$ cat config.mk
export PLATFORM = sky130hd
export DESIGN_NAME = i_fetch
export DESIGN_NICKNAME = d
export VERILOG_FILES = /design/src/rtl/i_fetch.sv
export SDC_FILE = /design/constraint.sdc
export NUM_CORES = 1
export LEC_CHECK = 0
export BUFFER_PORTS_ARGS = -buffer_cell sky130_fd_sc_hd__clkbuf_2
export CORE_MARGIN = 1.5
export CORE_UTILIZATION = 55
export DETAILED_ROUTE_END_ITERATION = 6
export GPL_TIMING_DRIVEN = 0
export HOLD_SLACK_MARGIN = 0.03
export PLACE_DENSITY = 0.82
export SYNTH_ARGS = -nofsm -noshare
export SYNTH_HDL_FRONTEND = slang
export SYNTH_SLANG_ARGS = --single-unit
$ cat constraint.sdc
create_clock -name clk -period 14.3 [get_ports clk]
set_clock_uncertainty 0.1 [all_clocks]
set_input_delay 2.86 -clock clk [delete_from_list [all_inputs] [get_ports clk]]
set_output_delay 2.86 -clock clk [all_outputs]
set_load 0.02 [all_outputs]
$ cat src/rtl/i_fetch.sv
// -----------------------------------------------------------------------------
// i_fetch -- instruction fetch unit (requesting side of the instruction ROM)
//
// Owns the PC and drives it as a word-aligned byte address into the ROM. The
// ROM answers combinationally in the same cycle. The returned word is captured
// together with its PC into a small FIFO. The FIFO head is presented to decode.
// Redirects from execute flush the FIFO and reload the PC.
//
// Handshake (decode side): a transfer happens on a rising edge where
// instr_valid and instr_ready are both 1. instr_valid never depends on
// instr_ready. While instr_valid = 1 and instr_ready = 0, instr and instr_pc
// hold. instr_valid, instr and instr_pc come from registered FIFO state only.
//
// Parameters:
//   ADDR_WIDTH  PC / ROM address width
//   DATA_WIDTH  instruction width
//   RESET_PC    PC loaded on reset
//   Q_DEPTH     fetch FIFO depth (power of two, >= 2)
//
// Ports:
//   clk, reset_n     clock, asynchronous active-low reset
//   address          byte address to ROM (= PC, low two bits always 00)
//   i_out            ROM data for address, valid in the same cycle
//   redirect_valid   one-cycle redirect request
//   redirect_pc      redirect target byte address
//   instr_valid      FIFO head valid
//   instr_ready      decode accepts the head
//   instr, instr_pc  head instruction and its byte address (0 when empty)
//   fetch_misalign   sticky misaligned-redirect flag (FETCH_MISALIGN_CHECK_EN)
//
// Build option: define FETCH_MISALIGN_CHECK_EN to add the fetch_misalign port.
// -----------------------------------------------------------------------------
module i_fetch #(
    parameter int                    ADDR_WIDTH = 32,
    parameter int                    DATA_WIDTH = 32,
    parameter logic [ADDR_WIDTH-1:0] RESET_PC   = '0,
    parameter int                    Q_DEPTH    = 2
) (
    input  logic                  clk,
    input  logic                  reset_n,
    output logic [ADDR_WIDTH-1:0] address,
    input  logic [DATA_WIDTH-1:0] i_out,
    input  logic                  redirect_valid,
    input  logic [ADDR_WIDTH-1:0] redirect_pc,
    output logic                  instr_valid,
    input  logic                  instr_ready,
    output logic [DATA_WIDTH-1:0] instr,
    output logic [ADDR_WIDTH-1:0] instr_pc
`ifdef FETCH_MISALIGN_CHECK_EN
    ,
    output logic                  fetch_misalign
`endif
);

    localparam int PW = $clog2(Q_DEPTH);
    localparam int CW = PW + 1;
    localparam logic [CW-1:0] FULL = CW'(Q_DEPTH);

    logic [ADDR_WIDTH-1:0] pc;
    logic [ADDR_WIDTH-1:0] mem_pc    [Q_DEPTH];
    logic [DATA_WIDTH-1:0] mem_instr [Q_DEPTH];
    logic [PW-1:0]         rd_ptr;
    logic [PW-1:0]         wr_ptr;
    logic [CW-1:0]         count;

    logic pop;
    logic space;
    logic enq;

    assign address     = pc;
    assign instr_valid = (count != '0);
    assign instr       = instr_valid ? mem_instr[rd_ptr] : '0;
    assign instr_pc    = instr_valid ? mem_pc[rd_ptr]    : '0;

    assign pop   = instr_valid & instr_ready;
    // A pop frees a slot in the same edge, so a full FIFO still fetches.
    assign space = (count < FULL) | pop;
    assign enq   = space & ~redirect_valid;

    // Storage is not reset: entries are only visible through count.
    always_ff @(posedge clk) begin
        if (enq) begin
            mem_pc[wr_ptr]    <= pc;
            mem_instr[wr_ptr] <= i_out;
        end
    end

    always_ff @(posedge clk or negedge reset_n) begin
        if (!reset_n) begin
            pc     <= RESET_PC;
            rd_ptr <= '0;
            wr_ptr <= '0;
            count  <= '0;
        end else if (redirect_valid) begin
            // Flush; a head popped this cycle is still a completed transfer.
            pc     <= {redirect_pc[ADDR_WIDTH-1:2], 2'b00};
            rd_ptr <= '0;
            wr_ptr <= '0;
            count  <= '0;
        end else begin
            if (enq) begin
                pc     <= pc + ADDR_WIDTH'(4);
                wr_ptr <= wr_ptr + PW'(1);
            end
            if (pop) begin
                rd_ptr <= rd_ptr + PW'(1);
            end
            case ({enq, pop})
                2'b10:   count <= count + CW'(1);
                2'b01:   count <= count - CW'(1);
                default: count <= count;
            endcase
        end
    end

`ifdef FETCH_MISALIGN_CHECK_EN
    always_ff @(posedge clk or negedge reset_n) begin
        if (!reset_n) begin
            fetch_misalign <= 1'b0;
        end else if (redirect_valid && (redirect_pc[1:0] != 2'b00)) begin
            fetch_misalign <= 1'b1;
        end
    end
`else
    // Low target bits are dropped without any report in this build.
    logic unused_redirect_low;
    assign unused_redirect_low = ^redirect_pc[1:0];
`endif

endmodule

## Word-level counts from Yosys, hierarchy flattened

Memories as Yosys holds them, arrays and structs flattened.
Index checks and enable logic that the tools add are counted.

- Memory bits (writable): 128
- Flip-flop bits (word level): 36
- Logic and storage cells: 34
- Memories: 2
- Input bits: 68
- Output and inout bits: 97

- Reduce and logical (&&, ||, !) cells: 4
- $add $sub $neg: 5
- Equality and inequality tests: 2
- Magnitude comparators: 1
- Bitwise gates (word level): 4
- Muxes and demuxes: 12

Memory list:

| name | depth | bits a word | read ports | clocked after Yosys merged registers in | wr ports | RTL line | text |
|---|---|---|---|---|---|---|---|
| mem_instr | 2 | 32 | 1 | 0 | 1 | 61 | `logic [DATA_WIDTH-1:0] mem_instr [Q_DEPTH];` |
| mem_pc | 2 | 32 | 1 | 0 | 1 | 60 | `logic [ADDR_WIDTH-1:0] mem_pc [Q_DEPTH];` |

Operator list:

| operator | count |
|---|---|
| $mux 32 | 4 |
| $add 32x3->32 const B | 1 |
| $mux 1 | 6 |
| $reduce_bool 2->1 | 3 |
| $pmux 2 s2 | 1 |
| $reduce_bool 3->1 | 1 |
| $add 1x1->1 const B | 2 |
| $add 2x1->2 const B | 1 |
| $and 1x1->1 | 2 |
| $eq 2x1->1 const B | 1 |
| $eq 2x2->1 const B | 1 |
| $lt 2x2->1 const B | 1 |
| $mux 2 | 1 |
| $sub 2x1->2 const B | 1 |
| $not 1->1 | 1 |
| $or 1x1->1 | 1 |

## Depth between registers and ports, before layout

Gate-level depths: netlist of the first run.

- Depth after elaboration: 7
- Depth in mapped cells: 7
- Gate-level depth less buffers: 6

## Worst setup path after synthesis of the first run

Ideal clock, no wire load.

- Path kind: input -> register
- From: input port redirect_valid
- To: memory mem_instr[1][0] (enable)
- Stages: 3
- Path slack: 5803 ps
- Buffers on the path: 2
- Arrival time: 7826 ps
- Data required time: 13629 ps
- Library setup time: 571 ps
- Cells stage by stage: clkbuf_1 > clkbuf_1 > nor3b_1

- Longest elaborated chain between the ends: 4

Ends and longest elaborated chain:

| item | RTL line | text |
|---|---|---|
| start: declaration | 43 | `input logic redirect_valid,` |
| $not 1->1 | 78 | `assign enq = space & ~redirect_valid;` |
| $and 1x1->1 | 78 |  |
| $mux 1 | 82 | `if (enq) begin` |
| $mux 1 (implied by the code) | 84 | `mem_instr[wr_ptr] <= i_out;` |
| end: declaration | 61 |  |

Every way passes these cells.

## Final worst setup path of the first run

- From: register rd_ptr
- To: output port instr[28]

- Longest elaborated chain between the ends: 2

Ends and longest elaborated chain:

| item | RTL line | text |
|---|---|---|
| start: declaration | 62 | `logic [PW-1:0] rd_ptr;` |
| start signal: assignment | 106 | `rd_ptr <= rd_ptr + PW'(1);` |
| $mem_v2 2x32 | -- |  |
| $mux 32 | 72 | `assign instr = instr_valid ? mem_instr[rd_ptr] : '0;` |
| end: declaration | 47 | `output logic [DATA_WIDTH-1:0] instr,` |

Every way passes these cells.

==> qor.csv, run 1 <==
metric,value,unit
Final min period,5.319,ns
die width,112.2,um
Post-synth EDFFs,124,
failing checks,DRC,
Rel. slew slack,41.01,%
Worst-Skew Late Latency,0.42,ns
Post-CTS Hold Buffers,0,
Clock Power Share,40.9,%
Worst-Margin Slew,0.8816,ns
CTS Buffer Depth,2,
Pwr Density,150.4,nW/um^2
max cap viols,0,
WL per Instance,17.19,um
port bufs,157,
"Setup Fix Bufs, Post-CTS",0,
Post-Synthesis Cells,474,
final wirelength,14110,um
Post-synth top flop,edfxtp_1,
cell with the most instances after synthesis,edfxtp_1,
DR DRC count,13,
Clock transition at path regs,0.06,ns
Congestion Overflow GR,0,
VDD IR-drop max,0.1247,mV
final net count,734,
DP HPWL,9934,um
share of the synthesized area in the top cell type,56.80,%
drt pass-1 iters,7,
die height,112.2,um
Final Setup Violations,0,
first-pass GRT wire length,22310,um
Sw Pwr,0.3121,mW
Worst Path Required,11.34,ns
Int Power,0.9455,mW
Starting DRT DRC Count,290,
biggest area consumer among synthesized cells,edfxtp_1,
clk root buf,clkbuf_16,
final period utilization,37.20,%
Switching Fraction,24.82,%
DR vias,4428,
Synth Warn #,0,
# IOs,165,
area grow syn2layout,27.52,%
ys async rst share,21.52,%
CTS Sinks,158,
Reg power frac,44.6,%
list of most frequent post-synthesis cells,"124 x edfxtp_1, 71 x nor2_1, 63 x mux2i_1",
GR Util All Layers,23.44,%
CP endpoint kind,primary output,
CTS buffer count,17,
Worst EP arrival,2.36,ns
initial antenna violation count,0,
Post-Route Setup TNS,0,ns
depth of the CTS H-tree,4,
largest net degree at the start of global routing,35,
CTS tree,yes,
Post-Syn Area per Cell,13.83,um^2
routed vias/inst,5.393,
fin. max-slew vios,0,
part of the power in combinational logic,14.5,%
vias in the first global route,4437,
core area,11520,um^2
ANT nets after route,0,
Diodes inserted,0,
final instance area,8359,um^2
Synth cell types,34,
Rows,39,
Leak Pwr,3.390,nW
layout cell share with drive strength beyond 1,31.86,%
Placed Area,7684,um^2
post-CTS sizing,0,
Post-Syn Area,6555,um^2
sequential share of the synthesized area,69.78,%
die area,12580,um^2
Synth area leaders,"edfxtp_1 57%, dfrtp_1 13%, mux2i_1 9.6%, nor2_1 4.1%, xor2_1 2.3%",
final hold violations,0,
Fin Hold WS,0.4263,ns
fill count,767,
RSZ-0062 raised after global routing,false,
Hold WC Path Type,reg -> reg,
Achievable Freq,0.1880,GHz
GP Congestion,0.8382,
Initial Utilization,56.92,%
status,"complete, but fails checks",
#FFs+latches synth,158,
Worst Setup Start Kind,flop,
CP max FO,10,
Crit Path Class,reg -> out,
==> layout by cell type (no fill, tap or decap), types with 7 or more instances in the layout <==
cell,count
buf_6,11
bufinv_16,7
clkbuf_1,20
clkbuf_16,17
clkbuf_2,157
dfrtp_1,34
edfxtp_1,124
mux2i_1,63
nand2_1,39
nand4_1,12
nor2_1,71
nor3_1,7
o21ai_0,26
xnor2_1,14
xor2_1,17
==> layout make-up <==
type / count / area, um^2 / share of cell area (%)
sequential: 158 / 4574 / 54.72
multi-input combinational: 286 / 1851 / 22.14
timing repair buffer: 169 / 928.4 / 11.11
clock buffer: 19 / 432.9 / 5.179
clock inverter: 13 / 242.7 / 2.904
tap: 143 / 178.9 / 2.140
buffer: 27 / 128.9 / 1.542
inverter: 6 / 22.52 / 0.2694
==> logic make-up after synthesis <==
family | after synthesis | share of synthesized area [%]
AOI/OAI and AO/OA | 31 | 2.367
xor gates and xnor gates | 31 | 4.142
adders and majority gates | 1 | 0.1908
buffers and inverters | 33 | 2.310
DFF | 158 | 69.78
muxes | 64 | 9.792
other | 1 | 0.05721
and+or+nand+nor | 155 | 11.36
==> power by group through the flow <==
| stage | Clock, mW | Combinational, mW | Sequential, mW |
|---|---|---|---|
| after detailed placement | 0 | 0.182 | 0.570 |
| after floorplan | 0 | 0.102 | 0.578 |
| after CTS | 0.520 | 0.184 | 0.561 |
| after global routing | 0.538 | 0.197 | 0.565 |
| after global placement | 0 | 0.171 | 0.573 |
| final | 0.514 | 0.182 | 0.561 |
==> per-stage QoR <==
step                      worst slack (ns)  power, mW  std cells  utilization [%]
final                                8.981      1.258        821            72.59
after global routing                 8.791      1.300        821            72.59
after CTS                            8.924      1.265        821            72.59
after detailed placement             9.108     0.7520        789            66.72
after global placement               3.276     0.7437        777            65.40
after floorplan                      5.803     0.6799        477                -
==> per-layer routing <==
metal,global-route usage [%],part of all wire [%],vias up
met1,29.90,42,2154
met4,10.04,1.8,0
met5,0,0,-
li1,-,-,2080
met2,39.30,50,173
met3,4.968,6.4,21
==> flip-flops by register name, indices dropped and copies added, names as in the netlist <==
register   flops
mem_instr     64
rd_ptr         1
count          2
wr_ptr         1
mem_pc        60
address       30
==> critical path, stage by stage, from the launching register on <==
cell	delay (ns)
dfrtp_1	0.32
clkbuf_1	0.47
clkbuf_1	0.63
mux2i_1	0.30
nor2_1	0.06
clkbuf_2	0.17
==> worst paths after layout <==
path / to / from / depth (start not counted) / slack, ns
setup / recovery: instr[28] / rd_ptr / 5 / 8.98
hold / removal: mem_pc[1][31] / address[31] / 0 / 0.43
min in group asynchronous: address[27] / reset_n / 1 / 2.44
setup reg to reg: mem_instr[1][5] / count[1] / 6 / 12.01
hold reg to reg: mem_pc[1][31] / address[31] / 0 / 0.43
max in group asynchronous: address[15] / reset_n / 1 / 11.11
No activity file was read; power rests on OpenSTA's default activity.
==> inputs of run 2 (changes only) <==
--- a/config.mk
+++ b/config.mk
@@ -5,13 +5,14 @@
 export SDC_FILE = /design/constraint.sdc
 export NUM_CORES = 1
 export LEC_CHECK = 0
+export ABC_AREA = 1
 export BUFFER_PORTS_ARGS = -buffer_cell sky130_fd_sc_hd__clkbuf_2
 export CORE_MARGIN = 1.5
-export CORE_UTILIZATION = 55
+export CORE_UTILIZATION = 54
 export DETAILED_ROUTE_END_ITERATION = 6
 export GPL_TIMING_DRIVEN = 0
 export HOLD_SLACK_MARGIN = 0.03
-export PLACE_DENSITY = 0.82
+export PLACE_DENSITY = 0.8
 export SYNTH_ARGS = -nofsm -noshare
 export SYNTH_HDL_FRONTEND = slang
 export SYNTH_SLANG_ARGS = --single-unit
==> constraint.sdc (replaced) <==
create_clock -name clk -period 5.1 [get_ports clk]
set_clock_uncertainty 0.1 [all_clocks]
set_input_delay 1.02 -clock clk [delete_from_list [all_inputs] [get_ports clk]]
set_output_delay 1.02 -clock clk [all_outputs]
set_load 0.02 [all_outputs]
==> qor.csv, run 2 <==
metric,value,unit
GP Congestion,0.9459,
CP endpoint kind,primary output,
status,finished clean,
CP cell instances,"clkbuf_1, inv_2, clkbuf_1, nand2_1, a21oi_1, clkbuf_2",
Worst setup endpoint,instr_pc[30],
max cap viols,0,
Placed Area,8173,um^2
final instance area,8742,um^2
routed vias/inst,5.212,
depth of the CTS H-tree,4,
CTS buffer count,17,
Post-Synthesis Cells,718,
Post-Syn Area,7051,um^2
Top Family by Delay on Critical Path,buffers and inverters,
fin. max-slew vios,0,
"commonest cells after routing, fill and taps aside","260 x nand2_1, 157 x clkbuf_2, 124 x edfxtp_1",
Worst EP arrival,2.24,ns
VDD IR-drop max,0.1757,mV
Initial Utilization,55.64,%
core area,12670,um^2
Clock transition at path regs,0.06,ns
Achievable Freq,0.2974,GHz
cell with the most instances after synthesis,nand2_1,
final wirelength,16670,um
ys async rst share,21.52,%
worst reg2reg endpoint,mem_instr[1][20],
worst reg-to-reg setup slack,2.54,ns
port bufs,157,
Critical Path Max Stage Delay,0.45,ns
#FFs+latches synth,158,
first-pass GRT wire length,25470,um
initial antenna violation count,0,
CP bufs+invs,4,
"most common cell after layout, fill and taps aside",nand2_1,
Final Setup Violations,0,
CTS tree,yes,
Hold WC Path Type,reg -> reg,
drt pass-1 iters,5,
die area,13750,um^2
share of the synthesized area in the top cell type,52.81,%
DP HPWL,11760,um
clk root buf,clkbuf_16,
Post-CTS Hold Buffers,0,
GR Util All Layers,24.96,%
Worst-Skew Late Latency,0.42,ns
Worst-Margin Slew,0.8872,ns
final hold violations,0,
vias in the first global route,5202,
Final min period,3.363,ns
DR DRC count,0,
Critical Path Slowest Stage Cell,clkbuf_1,
Post-Syn Area per Cell,9.820,um^2
Tot Pwr,3.385,mW
CTS Sinks,158,
die width,117.3,um
"worst slack, placed",1.923,ns
largest net degree at the start of global routing,35,
placed insts,1054,
final core area utilization,68.99,%
final net count,970,
post-CTS sizing,0,
Pwr Density,387.2,nW/um^2
CP startpoint,rd_ptr,
WL per Instance,15.35,um
reg2reg path depth,8,
Synth cell types,34,
Fin Hold WS,0.4834,ns
max reg flops,64,
final period utilization,65.93,%
Post-synth top flop,edfxtp_1,
CP max FO,10,
Starting DRT DRC Count,385,
"Setup Fix Bufs, Post-CTS",0,
biggest area consumer among synthesized cells,edfxtp_1,
Setup WS post-layout,1.737,ns
list of most frequent post-synthesis cells,"260 x nand2_1, 124 x edfxtp_1, 68 x a21oi_1",
die height,117.3,um
Worst path depth,6,
layout cell share with drive strength beyond 1,24.07,%
Congestion Overflow GR,0,
# IOs,165,
largest register by flop count,mem_instr,
CTS Buffer Depth,2,
Worst Path Required,3.98,ns
RSZ-0062 raised after global routing,false,
Post-synth EDFFs,124,
Synth area leaders,"edfxtp_1 53%, nand2_1 14%, dfrtp_1 12%, a21oi_1 4.8%, nand3_1 3.0%",
reg-to-reg startpoint,count[1],
area grow syn2layout,23.99,%
Post-Route Setup TNS,0,ns
sequential share of the synthesized area,64.88,%
most frequent CP cell,clkbuf_1,
Rows,41,
ANT nets after route,0,
Diodes inserted,0,
Rel. slew slack,40.85,%
DR vias,5660,
Worst Setup Start Kind,flop,
Crit Path Class,reg -> out,
fin cells,1086,
Leak Pwr,3.792,nW
Synth Warn #,0,
==> run 2: cell count changes after synthesis, sizes merged, moves of 7 or more <==
cell	delta
nand2	+225
a21oi	+66
mux2i	-63
inv	+47
nand3	+36
nor2	-15
xnor2	-14
xor2	-12
o21ai	-11
nand4	-10
nor3	-8
o211ai	+7
==> run 2: how the worst min path moves through the flow <==
stage	start	end	slack [ns]	cells past startpoint
floorplan	wr_ptr	wr_ptr	0.42	2
global placement	wr_ptr	wr_ptr	0.43	2
detailed placement	address[28]	mem_pc[1][28]	0.47	0
CTS	address[28]	mem_pc[0][28]	0.48	0
global route	address[26]	mem_pc[0][26]	0.51	0
finish	address[28]	mem_pc[0][28]	0.48	0
==> run 2: cell type report <==
| type | count | area [um^2] |
|---|---|---|
| clock inverters | 11 | 118.9 |
| flip-flops and latches | 158 | 4574 |
| clock buffers | 21 | 450.4 |
| plain buffers | 31 | 157.7 |
| well taps | 172 | 215.2 |
| fillers | 997 | 3929 |
| inverters | 53 | 203.9 |
| repair buffers | 161 | 880.8 |
| multi-input cells | 479 | 2141 |
==> run 2: cells by family (layout without fill, tap and decap cells) <==
kind of cell | count (synthesis) | in the layout | synth area share, %
xor gates and xnor gates | 5 | 5 | 0.6211
other | 1 | 4 | 0.05319
and+or+nand+nor | 372 | 372 | 21.60
AOI/OAI and AO/OA | 97 | 97 | 7.542
buffers and inverters | 84 | 277 | 5.129
DFF | 158 | 158 | 64.88
adders and majority gates | 1 | 1 | 0.1774
==> run 2: metal layers <==
| metal | GRT usage, % | part of all wire (%) | up-vias | wire (um) |
|---|---|---|---|---|
| met2 | 41.63 | 49 | 249 | 8171 |
| met3 | 6.231 | 8.3 | 27 | 1377 |
| met4 | 10.44 | 1.4 | 0 | 238 |
| met5 | 0 | 0 | - | 0 |
| li1 | - | - | 2748 | - |
| met1 | 31.23 | 41 | 2636 | 6884 |
==> run 2: power breakdown <==
group          switching (mW)  leakage [nW]  internal, mW
sequential             0.0887          1.56          1.52
combinational           0.389          1.96         0.178
clock                   0.477         0.269         0.729
total                   0.955          3.79          2.43
